### src/rtl/mem_arb_pkg.sv
// rtl/mem_arb_pkg.sv - state encoding and default limits for mem_port_arbiter
package mem_arb_pkg;
    typedef enum logic [1:0] {
        IDLE  = 2'd0,
        GNT_I = 2'd1,
        GNT_D = 2'd2,
        DONE  = 2'd3
    } arb_state_t;

    localparam int DEF_TIMEOUT    = 255;
    localparam int DEF_STARVE_MAX = 4;
endpackage

### src/rtl/mem_arb_watchdog.sv
// rtl/mem_arb_watchdog.sv - loadable down-counter that expires when it reaches zero while enabled
module mem_arb_watchdog #(
    parameter int WIDTH = 8
) (
    input  logic             clk,
    input  logic             rst,
    input  logic             clear,
    input  logic             load,
    input  logic             en,
    input  logic [WIDTH-1:0] load_value,
    output logic             expire
);
    logic [WIDTH-1:0] count;

    always_ff @(posedge clk) begin
        if (rst || clear) begin
            count <= '0;
        end else if (load) begin
            count <= load_value;
        end else if (en && (count != '0)) begin
            count <= count - WIDTH'(1);
        end
    end

    assign expire = en && (count == '0);
endmodule

### src/rtl/mem_port_arbiter.sv
// rtl/mem_port_arbiter.sv - IF/MEM arbiter for the shared single-port memory
// Optional fetch starvation guard: MEM_ARB_STARVE_GUARD_EN
module mem_port_arbiter
    import mem_arb_pkg::*;
#(
    parameter int ADDR_W     = 64,
    parameter int DATA_W     = 64,
    parameter int TIMEOUT    = DEF_TIMEOUT,
    parameter int STARVE_MAX = DEF_STARVE_MAX
) (
    input  logic              Clk,
    input  logic              Rst,
    input  logic              if_req,
    input  logic [ADDR_W-1:0] if_addr,
    output logic              if_done,
    output logic [DATA_W-1:0] if_rdata,
    input  logic              d_req,
    input  logic              d_we,
    input  logic [ADDR_W-1:0] d_addr,
    input  logic [DATA_W-1:0] d_wdata,
    output logic              d_done,
    output logic [DATA_W-1:0] d_rdata,
    output logic              stall_if,
    output logic              stall_mem,
    output logic              m_req,
    output logic              m_we,
    output logic [ADDR_W-1:0] m_addr,
    output logic [DATA_W-1:0] m_wdata,
    input  logic              m_ack,
    input  logic [DATA_W-1:0] m_rdata,
    output logic              err_timeout
);
    localparam int TW = $clog2(TIMEOUT + 1);
    // Loading TIMEOUT-1 makes expiry land on the TIMEOUT-th grant cycle.
    localparam logic [TW-1:0] WD_LOAD = TW'(TIMEOUT - 1);

    arb_state_t state, next_state;
    logic grant_i, grant_d, finish, timed_out;
    logic owner_d, starve_hit, in_grant, wd_expire;

    assign in_grant = (state == GNT_I) || (state == GNT_D);

    mem_arb_watchdog #(.WIDTH(TW)) u_watchdog (
        .clk        (Clk),
        .rst        (Rst),
        .clear      (state == DONE),
        .load       (grant_i || grant_d),
        .en         (in_grant),
        .load_value (WD_LOAD),
        .expire     (wd_expire)
    );

`ifdef MEM_ARB_STARVE_GUARD_EN
    localparam int SW = $clog2(STARVE_MAX + 1);
    localparam logic [SW-1:0] STARVE_LIM = SW'(STARVE_MAX);
    logic [SW-1:0] starve_cnt;

    always_ff @(posedge Clk) begin
        if (Rst) begin
            starve_cnt <= '0;
        end else if (grant_i) begin
            starve_cnt <= '0;
        end else if (grant_d && if_req) begin
            starve_cnt <= starve_cnt + SW'(1);
        end
    end

    assign starve_hit = (starve_cnt == STARVE_LIM);
`else
    assign starve_hit = 1'b0;
`endif

    always_ff @(posedge Clk) begin
        if (Rst) begin
            state <= IDLE;
        end else begin
            state <= next_state;
        end
    end

    always_comb begin
        next_state = state;
        grant_i    = 1'b0;
        grant_d    = 1'b0;
        finish     = 1'b0;
        timed_out  = 1'b0;
        case (state)
            IDLE: begin
                if (d_req && !(if_req && starve_hit)) begin
                    next_state = GNT_D;
                    grant_d    = 1'b1;
                end else if (if_req) begin
                    next_state = GNT_I;
                    grant_i    = 1'b1;
                end
            end
            GNT_I, GNT_D: begin
                if (m_ack) begin
                    next_state = DONE;
                    finish     = 1'b1;
                end else if (wd_expire) begin
                    next_state = DONE;
                    finish     = 1'b1;
                    timed_out  = 1'b1;
                end
            end
            DONE:    next_state = IDLE;
            default: next_state = IDLE;
        endcase
    end

    always_ff @(posedge Clk) begin
        if (Rst) begin
            m_req       <= 1'b0;
            m_we        <= 1'b0;
            m_addr      <= '0;
            m_wdata     <= '0;
            owner_d     <= 1'b0;
            if_rdata    <= '0;
            d_rdata     <= '0;
            err_timeout <= 1'b0;
        end else begin
            if (grant_i) begin
                m_req   <= 1'b1;
                m_we    <= 1'b0;
                m_addr  <= if_addr;
                m_wdata <= '0;
                owner_d <= 1'b0;
            end else if (grant_d) begin
                m_req   <= 1'b1;
                m_we    <= d_we;
                m_addr  <= d_addr;
                m_wdata <= d_wdata;
                owner_d <= 1'b1;
            end else if (finish) begin
                m_req <= 1'b0;
            end
            // An aborted access returns zero so the stage never sees stale data.
            if (finish && (state == GNT_I)) begin
                if_rdata <= timed_out ? '0 : m_rdata;
            end
            if (finish && (state == GNT_D)) begin
                d_rdata <= timed_out ? '0 : m_rdata;
            end
            if (timed_out) begin
                err_timeout <= 1'b1;
            end
        end
    end

    assign if_done   = (state == DONE) && !owner_d;
    assign d_done    = (state == DONE) && owner_d;
    assign stall_if  = if_req && !if_done;
    assign stall_mem = d_req && !d_done;
endmodule

### config.mk
export PLATFORM = sky130hd
export DESIGN_NAME = mem_port_arbiter
export DESIGN_NICKNAME = d
export VERILOG_FILES = /design/src/rtl/mem_arb_pkg.sv /design/src/rtl/mem_arb_watchdog.sv /design/src/rtl/mem_port_arbiter.sv
export SDC_FILE = /design/constraint.sdc
export NUM_CORES = 1
export LEC_CHECK = 0
export CORE_AREA = 4 4 201 203
export DETAILED_ROUTE_END_ITERATION = 8
export DIE_AREA = 0 0 205 207
export SLEW_MARGIN = 20
export SYNTH_ARGS = -nofsm -noshare
export SYNTH_HDL_FRONTEND = slang
export SYNTH_SLANG_ARGS = --single-unit
export TNS_END_PERCENT = 1
### constraint.sdc
create_clock -name Clk -period 4.5 [get_ports Clk]
set_clock_uncertainty 0.1 [all_clocks]
set_input_delay 0.45 -clock Clk [delete_from_list [all_inputs] [get_ports Clk]]
set_output_delay 0.45 -clock Clk [all_outputs]
set_load 0.01 [all_outputs]
# After elaboration in Yosys (flattened, before gate mapping)
# Cells that the tools add are included.
totals:
  elab_cells: 64
  ff_bits: 270
  out_inout_bits: 263
classes:
  eq_ne: 5
  n_addsub: 1
  reduce_logical: 24
  n_mux: 23
op_table:
  columns: ["cell", "n"]
  rows:
  - ["two-way mux 64 bit", 3]
  - ["two-way mux 8 bit", 2]
  - ["two-way mux 1 bit", 13]
  - ["logical AND 1 bit", 8]
  - ["zero test 8 bit", 1]
  - ["two-way mux 2 bit", 4]
  - ["nonzero test 8 bit", 1]
  - ["subtractor 8 x 1 -> 8 bit (second input constant)", 1]
  - ["case mux 2 bit (3 select lines)", 1]
  - ["OR reduction 2 bit", 3]
  - ["== test 2 bit (second input constant)", 2]
  - ["nonzero test 2 bit", 2]
  - ["zero test 1 bit", 3]
  - ["logical OR 1 bit", 3]
  - ["inequality test 3 x 2 -> 1 bit (second input constant)", 1]
  - ["inequality test 3 bit (second input constant)", 1]
  - ["nonzero test 3 bit", 1]
  - ["== test 2 x 1 -> 1 bit (second input constant)", 1]
  - ["zero test 2 bit", 1]
  - ["AND reduction 2 bit", 1]

# Logic depth before layout (Yosys ltp)
depth:
  depth_word: 9
  mapped_depth: 8
  depth_no_buf: 6

# By module
# A second synthesis with hierarchy kept.
hier_totals:
  cells_unflattened: 1029
  hier_area_um2: 9977.1
by_module_without_submodules:
  columns: ["module", "n_inst", "cells_per_inst", "seq_area_each_um2", "area_per_inst_um2"]
  rows:
  - ["mem_port_arbiter", 1, 971, 5245.0, 9497.9]
  - ["mem_arb_watchdog", 1, 58, 160.2, 479.2]

# Worst setup path before layout
# No wires, ideal clock.
synth_timing:
  path_type: "register to register"
  start: "reg state[1]"
  end: "reg d_rdata[43]"
  path_buffers: 2
  t_arrival_ns: 1.713
  path_slack_ns: 2.596
  synth_period_minus_slack_ns: 1.904
  setup_ns: 0.091
  stages_incl_launch_ff: 8
  path_cell_list: "dfxtp_1 > inv_1 > ha_1 > and3_1 > buf_2 > clkbuf_1 > nand2_1 > a311oi_1"
synth_between:
  elab_chain_cells: 7
synth_lines:
  columns: ["item", "line_no", "text"]
  rows:
  - ["start, declared", "mem_port_arbiter.sv:37", "arb_state_t state, next_state;"]
  - ["start signal, assigned", "mem_port_arbiter.sv:77", "state <= next_state;"]
  - ["== test 2 x 1 -> 1 bit or == test 2 bit (tied branches)", "mem_port_arbiter.sv:41, mem_port_arbiter.sv:87, mem_port_arbiter.sv:142", null]
  - ["logical OR 1 bit", "mem_port_arbiter.sv:41", "assign in_grant = (state == GNT_I) || (state == GNT_D);"]
  - ["logical AND 1 bit", "mem_arb_watchdog.sv:25", "assign expire = en && (count == '0);"]
  - ["two-way mux 1 bit", "mem_port_arbiter.sv:101", "end else if (wd_expire) begin"]
  - ["two-way mux 1 bit", "mem_port_arbiter.sv:98", "if (m_ack) begin"]
  - ["two-way mux 1 bit", "mem_port_arbiter.sv:87", "case (state)"]
  - ["two-way mux 64 bit or logical AND 1 bit (tied branches)", "mem_port_arbiter.sv:143, mem_port_arbiter.sv:142", null]
  - ["end signal, assigned", "mem_port_arbiter.sv:143", "d_rdata <= timed_out ? '0 : m_rdata;"]
  - ["end, declared", "mem_port_arbiter.sv:22", "output logic [DATA_W-1:0] d_rdata,"]
# Parallel ways exist; a longest one is shown, timed or not.
# A chain may end at the register's enable or synchronous reset.

# Worst setup path after layout
layout_timing:
  start: "reg state[0]"
  end: "reg if_rdata[16]"
layout_between:
  elab_chain_cells: 7
layout_lines:
  columns: ["item", "line_no", "text"]
  rows:
  - ["== test 2 x 1 -> 1 bit or == test 2 bit (tied branches)", "mem_port_arbiter.sv:41, mem_port_arbiter.sv:87, mem_port_arbiter.sv:139", null]
  - ["logical OR 1 bit", "mem_port_arbiter.sv:41", null]
  - ["logical AND 1 bit", "mem_arb_watchdog.sv:25", null]
  - ["two-way mux 1 bit", "mem_port_arbiter.sv:101", null]
  - ["two-way mux 1 bit", "mem_port_arbiter.sv:98", null]
  - ["two-way mux 1 bit", "mem_port_arbiter.sv:87", null]
  - ["two-way mux 64 bit or logical AND 1 bit (tied branches)", "mem_port_arbiter.sv:140, mem_port_arbiter.sv:139", null]
  - ["end signal, assigned", "mem_port_arbiter.sv:140", "if_rdata <= timed_out ? '0 : m_rdata;"]
  - ["end, declared", "mem_port_arbiter.sv:16", "output logic [DATA_W-1:0] if_rdata,"]
# Parallel ways exist; a longest one is shown, timed or not.

==> impl_metrics.env <==
export IMPL_htree_levels=1
export IMPL_synthCells=1239
export IMPL_cts_root_buffer="clkbuf_16"
export IMPL_cts_sinks=270
export IMPL_clk_insertion_delay_late_ps=550
export IMPL_final_max_slew_viol_count=0
export IMPL_grt_overflow=0
export IMPL_synth_top_area_share_pct=51.1
export IMPL_dr_first_iter_drc_count=681
export IMPL_ioPinCount=525
export IMPL_reg2reg_slack_ps=1780
export IMPL_grt_pass1_vias=10506
export IMPL_synth_nets=1507
export IMPL_ys_warn_count=0
export IMPL_area_delta_synth_final_pct=62.1
export IMPL_powerDensity_mw_per_mm2=503
export IMPL_worst_slew_pin_transition_ps=1050
export IMPL_place_hpwl_mm=29.0
export IMPL_cts_made_buffers=31
export IMPL_dp_cells=2172
export IMPL_highest_layer="met4"
export IMPL_status="completed"
export IMPL_wire_per_inst_um=18.9
export IMPL_post_cts_resized=0
export IMPL_die_area_mm2=0.0424
export IMPL_grt_max_degree=130
export IMPL_diodes=0
export IMPL_place_congestion=0.798
export IMPL_cts_hold_buf=0
export IMPL_final_nets=1955
export IMPL_vdd_drop_max_mv=0.438
export IMPL_slew_headroom_pct=29.9
export IMPL_maxCapViolations=0
export IMPL_synth_area_mm2=0.0106
export IMPL_final_cell_mix="clkdlybuf4s50_1 (523), nand2_1 (326), dfxtp_1 (270)"
export IMPL_cts_tree="done"
export IMPL_hold_class="input port to flip-flop"
export IMPL_synth_ff_type="dfxtp_1"
export IMPL_core_area_mm2=0.0385
export IMPL_seq_area_frac_synth_pct=51.1
export IMPL_rr_startpoint="state[0]"
export IMPL_path_clk_slew_ps=60
export IMPL_portBuffers=524
export IMPL_ant_nets=0
export IMPL_final_layout_size_suffix_gt1_share_pct=4.79
export IMPL_hold_violations=0
export IMPL_holdCritStartpoint="Rst"
export IMPL_drc=0
export IMPL_critical_path_required_ps=4840
export IMPL_grt_usage_pct=18.4
export IMPL_postCtsSetupBuffers=0
export IMPL_synth_cell_types=44
export IMPL_antenna_found_initial=0
export IMPL_ys_ff_latch=270
export IMPL_final_common_cell="clkdlybuf4s50_1"
export IMPL_final_cells=2229
export IMPL_grt_pass1_wl_mm=64.0
export IMPL_synth_edff_count=0
export IMPL_setup_violations=0
export IMPL_route_met2_wl_mm=19.7
export IMPL_r2r_cells=6
export IMPL_period_minus_slack_ps=2720
export IMPL_die_x_um=205
export IMPL_fin_tns_setup_ps=0
export IMPL_rsz0062_at_grt="false"
export IMPL_met1Wirelength_mm=16.9
export IMPL_cp_max_fo=53
export IMPL_p_leak_uw=0.00555
export IMPL_via_per_inst=4.93
export IMPL_endpoint_kind="flip-flop"
export IMPL_crit_type="flip-flop to flip-flop"
export IMPL_crit_arrival_ps=3060
export IMPL_wl_met3_mm=4.34
export IMPL_finalCritPeriodShare_pct=60.4
export IMPL_synthArstFlopShare_pct=0
export IMPL_start_util_pct=27.5
export IMPL_r2r_end="if_rdata[16]"
export IMPL_synth_avg_cell_area_um2=8.54
export IMPL_dieHeight_um=207
export IMPL_yosys_area_top_type="dfxtp_1"
export IMPL_cts_max_path_buffers=3
export IMPL_holdPathStages=2
export IMPL_num_rows=72
export IMPL_synthTopCellsByArea="dfxtp_1 (51%), a21oi_1 (12%), nand2_1 (12%)"
export IMPL_vias=10996
export IMPL_hold_path_endpoint="m_addr[62]"
export IMPL_routed_wl_mm=42.2
export IMPL_worst_setup_path_start_kind="flip-flop"
export IMPL_timing_fmax_ghz=0.368
export IMPL_fillers=3769
export IMPL_first_pass_iters=5
==> critical path: stages (launching register included) <==
cell,delay [ps]
dfxtp_1,370
inv_1,110
ha_1,480
and3_4,640
buf_4,450
a21oi_1,120
a311oi_1,290
==> metal layers <==
| metal | vias up | GRT usage, % |
|---|---|---|
| li1 | 5378 | - |
| met1 | 5142 | 22.8 |
| met2 | 405 | 30.2 |
| met3 | 71 | 6.96 |
| met4 | 0 | 5.01 |
| met5 | - | 0 |
==> kinds of logic after synthesis <==
| family | Yosys count | share of synthesized area, % |
|---|---|---|
| AOI/OAI and AO/OA | 469 | 28.5 |
| muxes | 3 | 0.296 |
| xor gates and xnor gates | 2 | 0.166 |
| and+or+nand+nor | 362 | 13.7 |
| adders and majority gates | 6 | 0.710 |
| DFF | 270 | 51.1 |
| buffers and inverters | 127 | 5.54 |
==> report_power, final <==
part	internal [µW]	switching, µW
logic	1290	1750
clock network	1590	1020
registers	2760	212
total	5640	2980
==> synthesized netlist by cell type, types with 2 or more instances <==
master	number
clkbuf_1	81
a22oi_1	64
buf_1	17
inv_1	4
nor2b_1	5
nand2b_1	2
nand2_1	327
nor2_1	7
mux2i_1	2
and3_1	2
o21ai_1	3
dfxtp_1	270
a21oi_1	263
buf_6	12
ha_1	6
or3b_2	2
buf_2	12
nor3_1	2
a311oi_1	129
a31oi_1	3
or3_1	3
==> registers in the layout, indices dropped and copies added, names as in the netlist <==
signal and count:
if_rdata 64, err_timeout 1, d_rdata 64, u_watchdog.count 8, m_wdata 64, m_req 1
m_addr 64, state 2, owner_d 1, m_we 1
==> through the flow <==
stage | total power (µW) | util [%] | instance area, µm² | hold WS [ps] | setup slack [ps]
after global placement | 6030 | 41.8 | 16100 | 341 | 1790
after floorplan | 4720 | - | 10600 | 355 | 2600
after global routing | 9110 | 44.6 | 17100 | 313 | 1520
after CTS | 8740 | 44.6 | 17100 | 298 | 1810
final | 8620 | 44.6 | 17100 | 325 | 1780
after detailed placement | 6080 | 41.8 | 16100 | 345 | 1700
==> worst max-delay path by stage <==
stage | start | endpoint | slack, ps | cells past startpoint
floorplan | state[1] | d_rdata[43] | 2600 | 7
global placement | d_req | m_wdata[44] | 1790 | 5
detailed placement | d_req | m_wdata[41] | 1700 | 5
CTS | state[0] | if_rdata[62] | 1810 | 6
global route | state[0] | if_rdata[50] | 1520 | 6
finish | state[0] | if_rdata[16] | 1780 | 6
==> layout make-up <==
class / instances / area (µm²) / area share [%]
inverter: 4 / 15.0 / 0.0876
timing repair buffer: 538 / 5390 / 31.4
sequential: 270 / 5410 / 31.5
clock inverter: 13 / 170 / 0.993
multi-input combinational: 842 / 4630 / 27.0
tap: 518 / 648 / 3.78
clock buffer: 44 / 885 / 5.16
Power figures use the tool's default switching activity.
